File: config.mk
export PLATFORM = sky130hd
export DESIGN_NAME = dsmc_dram_pingpong_ctrl
export DESIGN_NICKNAME = d
export VERILOG_FILES = /design/src/rtl/dsmc_dram_pingpong_ctrl.sv
export SDC_FILE = /design/constraint.sdc
export NUM_CORES = 1
export LEC_CHECK = 0
export ABC_CLOCK_PERIOD_IN_PS = 2700
export CAP_MARGIN = 20
export CORE_MARGIN = 5
export CORE_UTILIZATION = 47
export DETAILED_ROUTE_END_ITERATION = 10
export GPL_TIMING_DRIVEN = 0
export HOLD_SLACK_MARGIN = 0.03
export PLACE_DENSITY = 0.8
export SYNTH_ARGS = -nofsm -noshare
export SYNTH_HDL_FRONTEND = slang
export SYNTH_SLANG_ARGS = --single-unit
File: constraint.sdc
create_clock -name clk -period 2.7 [get_ports clk]
set_clock_uncertainty 0.05 [all_clocks]
set_input_delay 0.54 -clock clk [delete_from_list [all_inputs] [get_ports clk]]
set_output_delay 0.54 -clock clk [all_outputs]
set_load 0.1 [all_outputs]
File: src/rtl/dsmc_dram_pingpong_ctrl.sv
// rtl/dsmc_dram_pingpong_ctrl.sv - ping-pong bank write sequencer for dsmc_dram
// Streams samples into two RAM banks (address MSB = bank), flags full banks to the host, counts overrun drops.
module dsmc_dram_pingpong_ctrl #(
    parameter int ADDR_WIDTH     = 14,
    parameter int DATA_WIDTH     = 32,
    parameter int DROP_CNT_WIDTH = 16
) (
    input  logic                      clk,
    input  logic                      rst_n,
    input  logic                      enable,
    input  logic [DATA_WIDTH-1:0]     sample_data,
    input  logic                      sample_valid,
    input  logic [1:0]                bank_ack,
    input  logic                      clear_ovf,
    output logic [ADDR_WIDTH-1:0]     ram_wr_addr,
    output logic [DATA_WIDTH-1:0]     ram_wr_data,
    output logic                      ram_wr_en,
    output logic [1:0]                bank_full,
    output logic                      last_bank,
    output logic                      irq,
    output logic                      active,
    output logic [ADDR_WIDTH-2:0]     fill_level,
    output logic                      overflow,
    output logic [DROP_CNT_WIDTH-1:0] drop_cnt
);
    typedef enum logic [1:0] {
        IDLE      = 2'd0,
        FILL      = 2'd1,
        WAIT_FREE = 2'd2
    } state_t;

    state_t                state;
    logic                  enable_d;
    logic                  cur_bank;
    logic [ADDR_WIDTH-2:0] ptr;

    logic       accept;
    logic       drop;
    logic       complete;
    logic       next_bank_busy;
    logic [1:0] bank_full_acked;

    // WAIT_FREE resumes writing as soon as the host ack has become visible in bank_full.
    always_comb begin
        accept          = 1'b0;
        drop            = 1'b0;
        if (sample_valid) begin
            if (state == FILL) begin
                accept = 1'b1;
            end else if (state == WAIT_FREE) begin
                accept = !bank_full[cur_bank];
                drop   = bank_full[cur_bank];
            end
        end
        complete        = accept && enable && (ptr == '1);
        next_bank_busy  = bank_full[~cur_bank] && !bank_ack[~cur_bank];
        bank_full_acked = bank_full & ~bank_ack;
    end

    assign active     = (state != IDLE);
    assign fill_level = ptr;

    always_ff @(posedge clk or negedge rst_n) begin
        if (!rst_n) begin
            state       <= IDLE;
            enable_d    <= 1'b0;
            cur_bank    <= 1'b0;
            ptr         <= '0;
            ram_wr_en   <= 1'b0;
            ram_wr_addr <= '0;
            ram_wr_data <= '0;
            bank_full   <= 2'b00;
            last_bank   <= 1'b0;
            irq         <= 1'b0;
        end else begin
            enable_d  <= enable;
            ram_wr_en <= accept;
            irq       <= complete;
            if (accept) begin
                ram_wr_addr <= {cur_bank, ptr};
                ram_wr_data <= sample_data;
            end

            case (state)
                IDLE: begin
                    if (enable && !enable_d) begin
                        bank_full <= 2'b00;
                        cur_bank  <= 1'b0;
                        ptr       <= '0;
                        state     <= FILL;
                    end else begin
                        bank_full <= bank_full_acked;
                    end
                end
                FILL, WAIT_FREE: begin
                    bank_full <= bank_full_acked;
                    if (!enable) begin
                        // Partial bank is abandoned; flags stay so the host can drain.
                        ptr   <= '0;
                        state <= IDLE;
                    end else if (complete) begin
                        bank_full[cur_bank] <= 1'b1;
                        last_bank           <= cur_bank;
                        ptr                 <= '0;
                        cur_bank            <= ~cur_bank;
                        state               <= next_bank_busy ? WAIT_FREE : FILL;
                    end else begin
                        if (accept) begin
                            ptr <= ptr + 1'b1;
                        end
                        if (state == WAIT_FREE && !bank_full[cur_bank]) begin
                            state <= FILL;
                        end
                    end
                end
                default: state <= IDLE;
            endcase
        end
    end

    // A drop in the same cycle as clear_ovf leaves exactly that one drop recorded.
    always_ff @(posedge clk or negedge rst_n) begin
        if (!rst_n) begin
            overflow <= 1'b0;
            drop_cnt <= '0;
        end else if (drop) begin
            overflow <= 1'b1;
            if (clear_ovf) begin
                drop_cnt <= {{(DROP_CNT_WIDTH-1){1'b0}}, 1'b1};
            end else if (!(&drop_cnt)) begin
                drop_cnt <= drop_cnt + 1'b1;
            end
        end else if (clear_ovf) begin
            overflow <= 1'b0;
            drop_cnt <= '0;
        end
    end
endmodule

* Yosys cells after proc, flatten, opt, wreduce, memory -nomap -nowiden
Index checks and enable logic that the tools add are counted.
Storage, ports and cells: output and inout port bits 82, register bits 85, memory bits (read-only) 0, input port bits 39, memories 0, RAM bits 0, bits in latches 0, logic and storage cells 89
Operators by class: muxes and demuxes 39, reduce and logical (&&, ||, !) cells 20, equality and inequality tests 9, bitwise gates (word level) 4, shift-type cells 0, div/mod/pow operators 0, $mul 0, $lt $le $gt $ge 3, add/sub/neg operators 2
Operators by type and width (number):
- 16-bit 2-to-1 mux | 4
- 13-bit 2-to-1 mux | 4
- 13-bit one-hot mux with 2 select lines | 1
- 1-bit 2-to-1 mux | 18
- 16-bit by 1-bit adder with 16-bit output (second input constant) | 1
- 2-bit 2-to-1 mux | 8
- 16-bit AND reduction | 1
- 13-bit by 1-bit adder with 13-bit output (second input constant) | 1
- 13-bit == test (second input constant) | 1
- 2-bit inequality test (second input constant) | 4
- 4-bit inequality test (second input constant) | 2
- 2-bit one-hot mux with 2 select lines | 2
- 1-bit logical AND | 6
- 3-bit AND reduction | 2
- 2-bit nonzero test | 3
- 1-bit by 2-bit < comparator with 1-bit output (second input constant) | 2
- 2-bit AND reduction | 2
- 4-bit AND reduction | 1
- 1-bit zero test | 3
- 2-bit AND | 1
- 2-bit by 1-bit == test with 1-bit output (second input constant) | 1
- 2-bit == test (second input constant) | 1
- 2-bit zero test | 1
- 2-bit inverter | 1
- other kinds (6) | 6

* Logic depth before layout (Yosys ltp)
depth after elaboration 11, mapped depth 9, gate-level depth less buffers 8

* Worst setup path before layout
Ideal clock, no wire load.
path type register to register, from register ptr[0] (netlist: fill_level[0]), to register state[1], arrival 2.432 ns, period minus slack after synthesis 2.609 ns, slack 0.091 ns, library setup time 0.127 ns, required time 2.523 ns, buffers on the path 0, stages on the path, launching flop included 7, path through dfrtp_1 -> ha_1 -> inv_1 -> nor4_4 -> a221o_1 -> nand2_1 -> mux2_1
On the way: word-level cells in the longest chain between the ends 5, elaborated cells between the ends (all ways) 7, classes of those cells eq/ne: 2; mux: 3; reduce/logical: 2
Ends and longest elaborated chain:
- from (decl) | line 35 | logic [ADDR_WIDTH-2:0] ptr;
- from (signal assigned) | line 109 | ptr <= ptr + 1'b1;
- 13-bit == test (*) | line 55 | complete = accept && enable && (ptr == '1);
- 1-bit logical AND (*) | line 55
- 2-bit 2-to-1 mux | line 101 | end else if (complete) begin
- 2-bit 2-to-1 mux | line 97 | if (!enable) begin
- 2-bit one-hot mux with 2 select lines | line 84 | case (state)
- to (signal assigned) | line 106 | state <= next_bank_busy ? WAIT_FREE : FILL;
- to (decl) | line 32 | state_t state;
Mark *: on every way between the ends. The rest lies on a longest branch, timed or not. A chain may end at the register's enable or synchronous reset.

* Final worst setup path
from register ptr[9] (netlist: fill_level[9]), to output port fill_level[9]
RTL lines:
- to (decl) | line 22 | output logic [ADDR_WIDTH-2:0] fill_level,
No word-level cell between the ends.

==> results by group <==
Status
  • Outcome: finished clean

Placement
  • Number of I/O port buffers: 119
  • DPL Wire Length: 7550 um
  • GPL Wtd Cong: 0.838
  • DP Worst Slack: 64.1 ps

Yosys
  • Share of Yosys cell area claimed by the top area cell type: 53.3%
  • Register area share after synthesis: 53.3%
  • Syn nets: 479
  • Synth Area in Adders: 1.88%
  • Simple-Gate Fraction of Synth Area: 28.5%
  • Compound-Gate Fraction of Synth Area: 8.22%
  • Mux share of post-synthesis cell area: 2.16%
  • Synth unique cells: 50
  • Synth Area in XOR/XNOR: 3.07%
  • Mean Syn Cell Area: 9.19 um^2
  • Async SR Flop Fraction: 100%
  • Yosys warnings: 0
  • Post-synth EDFFs: 0
  • Top cells by area, synth: dfrtp_1 (53%), nand2_1 (15%), nor2_1 (2.6%)
  • Area leader, netlist: dfrtp_1
  • Mapped Area: 0.00399 mm^2
  • Ys flop type: dfrtp_1
  • Largest family of logic cells by synthesized area: simple AND/OR/NAND/NOR gates
  • Cells after Synth: 434
  • Synth Register Bits: 85

Floorplan
  • Starting density of the core: 48.3%
  • Rows: 33
  • Die area: 0.0104 mm^2
  • Die Span Y: 102 um
  • Die extent in x: 102 um
  • Boundary Pins: 121
  • Core area: 0.00826 mm^2

GRT
  • Initial antenna violation count: 0
  • Total congestion overflow: 0
  • Vias in the first global route: 3471
  • Total Routing Usage GR: 20.4%
  • Gr busiest metal: met2
  • First-pass GRT wire length: 16800 um
  • Grt met1 use: 28.1%
  • Largest net degree at the start of global routing: 61
  • Met3 usage: 3.75%
  • Grt met2 use: 32.7%

Routing
  • DRT Pass-1 Iters: 4
  • DRC: 0
  • Drt via density: 5.23
  • Via count: 3522
  • DRT Wirelength: 10200 um
  • Initial DRC Count: 222
  • Routed WL per cell: 15.1 um
  • Routed Antenna Nets: 0

CTS
  • CTS Sinks: 85
  • Total CTS buffers: 9
  • Worst-path clk slew: 80 ps
  • Clock tree from TritonCTS: yes
  • Post-CTS Hold Buffers: 0
  • H-tree Lvls: 3
  • Worst-skew pair later-pin latency: 350 ps
  • CTS root buf: clkbuf_8
  • Clock Tree Buf Depth: 2

Power and ir drop
  • Pwr Density: 998 mW/mm^2
  • Peak VDD IR: 0.736 mV
  • LEAKAGE: 2.56 nW
  • Final Power: 0.00552 W

Worst setup path
  • Critical Path AT: 2050 ps
  • CP required: 2110 ps
  • CP Launch Point: fill_level[9]
  • Max incr delay on CP: 1190 ps
  • Endpoint class of the critical path: output pin
  • Worst reg-to-reg setup slack: 460 ps
  • Startpoint Class: register
  • Critical-path top delay cell: clkdlybuf4s50_1
  • Bufs and invs on worst path: 1
  • Crit-path cells: clkdlybuf4s50_1
  • CP Class: register to output pin
  • RR Startpoint: fill_level[0]
  • Crit-path max FO: 7
  • Delay-heaviest family, CP: buffers and inverters

Timing
  • Setup TNS: 0 ps
  • RSZ-0062 raised after global routing: false
  • Slew @ Worst Pin: 1030 ps
  • Fin crit share: 97.7%
  • Final WS setup: 62.1 ps
  • Final Hold Fails: 0
  • Slew Viols, Final: 0
  • Slew headroom: 31.1%
  • Maximum clock rate: 379 MHz
  • Min Tclk post-route: 2640 ps
  • Setup violators final: 0

Finish
  • Diodes inserted: 0
  • Commonest non-fill, non-tap cell in the layout: nand2_1
  • Final core utilization: 67.0%
  • Commonest non-fill, non-tap cells in the layout: nand2_1 (157), clkdlybuf4s50_1 (114), dfrtp_1 (85)
  • Final nets: 610
  • Area grow syn2layout: 38.6%
  • Ratio of cells with drive above 1 in the final layout: 6.68%

Worst hold path
  • Min-delay worst type: primary input to asynchronous set/reset pin

Flow run
  • Maxcap violations: 0
[worst paths after layout]
kind	end	cells past startpoint
min	ram_wr_addr[4]	1
min in group clk	ram_wr_addr[3]	2
min reg2reg	ram_wr_addr[3]	2
max in group asynchronous	ram_wr_data[21]	2
max reg2reg	state[1]	6
max	fill_level[9]	1
[stage by stage]
step           cells  hold slack (ps)  instance area, um^2
2_1_floorplan    434              194                 3990
3_3_place_gp     658              407                 5310
3_5_place_dp     659              412                 5340
4_1_cts          674             44.4                 5530
5_1_grt          674             56.0                 5530
6_report         674             39.2                 5530
[cell type report]
class / instances / area, um^2
Buffer: 15 / 73.8
Clock buffer: 11 / 141
Clock inverter: 4 / 48.8
Fill cell: 678 / 2730
Inverter: 10 / 37.5
Multi-Input combinational cell: 324 / 1750
Sequential cell: 85 / 2130
Tap cell: 105 / 131
Timing Repair Buffer: 120 / 1220
[repair_timing]
| action | CTS | global route |
|---|---|---|
| buffers inserted | 0 | 0 |
| endpoints found under the setup margin | 1 | 4 |
| gates resized for setup | 1 | 5 |
[cell families (layout without fill, tap and decap cells)]
| group | Yosys count | in the layout |
|---|---|---|
| XOR/XNOR | 14 | 14 |
| buffers and inverters | 25 | 160 |
| flip-flops | 85 | 85 |
| AND/OR/NAND/NOR | 251 | 251 |
| adder cells (fa/ha/maj) | 6 | 6 |
| multiplexers | 7 | 7 |
| AO/OA/AOI/OAI | 46 | 46 |
[layer usage]
layer | vias up | part of all wire [%]
li1 | 1726 | -
met1 | 1675 | 45
met2 | 112 | 47
met3 | 9 | 6.6
met4 | 0 | 0.88
met5 | - | 0
[synth_stat cells, types with 2 or more instances]
cell type,number
o211ai_1,4
or3_1,5
xor2_1,5
nand2b_1,3
a21oi_1,7
or4_1,2
nor2_1,28
nand2_1,157
nand4_1,12
a31oi_1,3
o31ai_1,5
mux2i_1,3
o21ai_0,15
ha_1,6
inv_1,9
and4_1,5
buf_2,8
and3_1,4
nor3b_1,2
nand3_1,12
a211oi_1,3
xnor2_1,9
dfrtp_1,85
clkbuf_1,5
mux2_2,2
nor3_1,9
and2_1,3
[state kept, by name, summed over array words and instances, names as in the netlist, 2 cells and up]
register     flops
ram_wr_data     32
bank_full        2
fill_level      13
state            2
ram_wr_addr     14
drop_cnt        16
[report_power, final]
part	total [W]	internal, W	switching, W
combinational	0.00299	0.000629	0.00236
clock	0.000883	0.000447	0.000436
sequential	0.00165	0.00151	0.000135
Note: power is estimated with default switching activity, not from simulation.
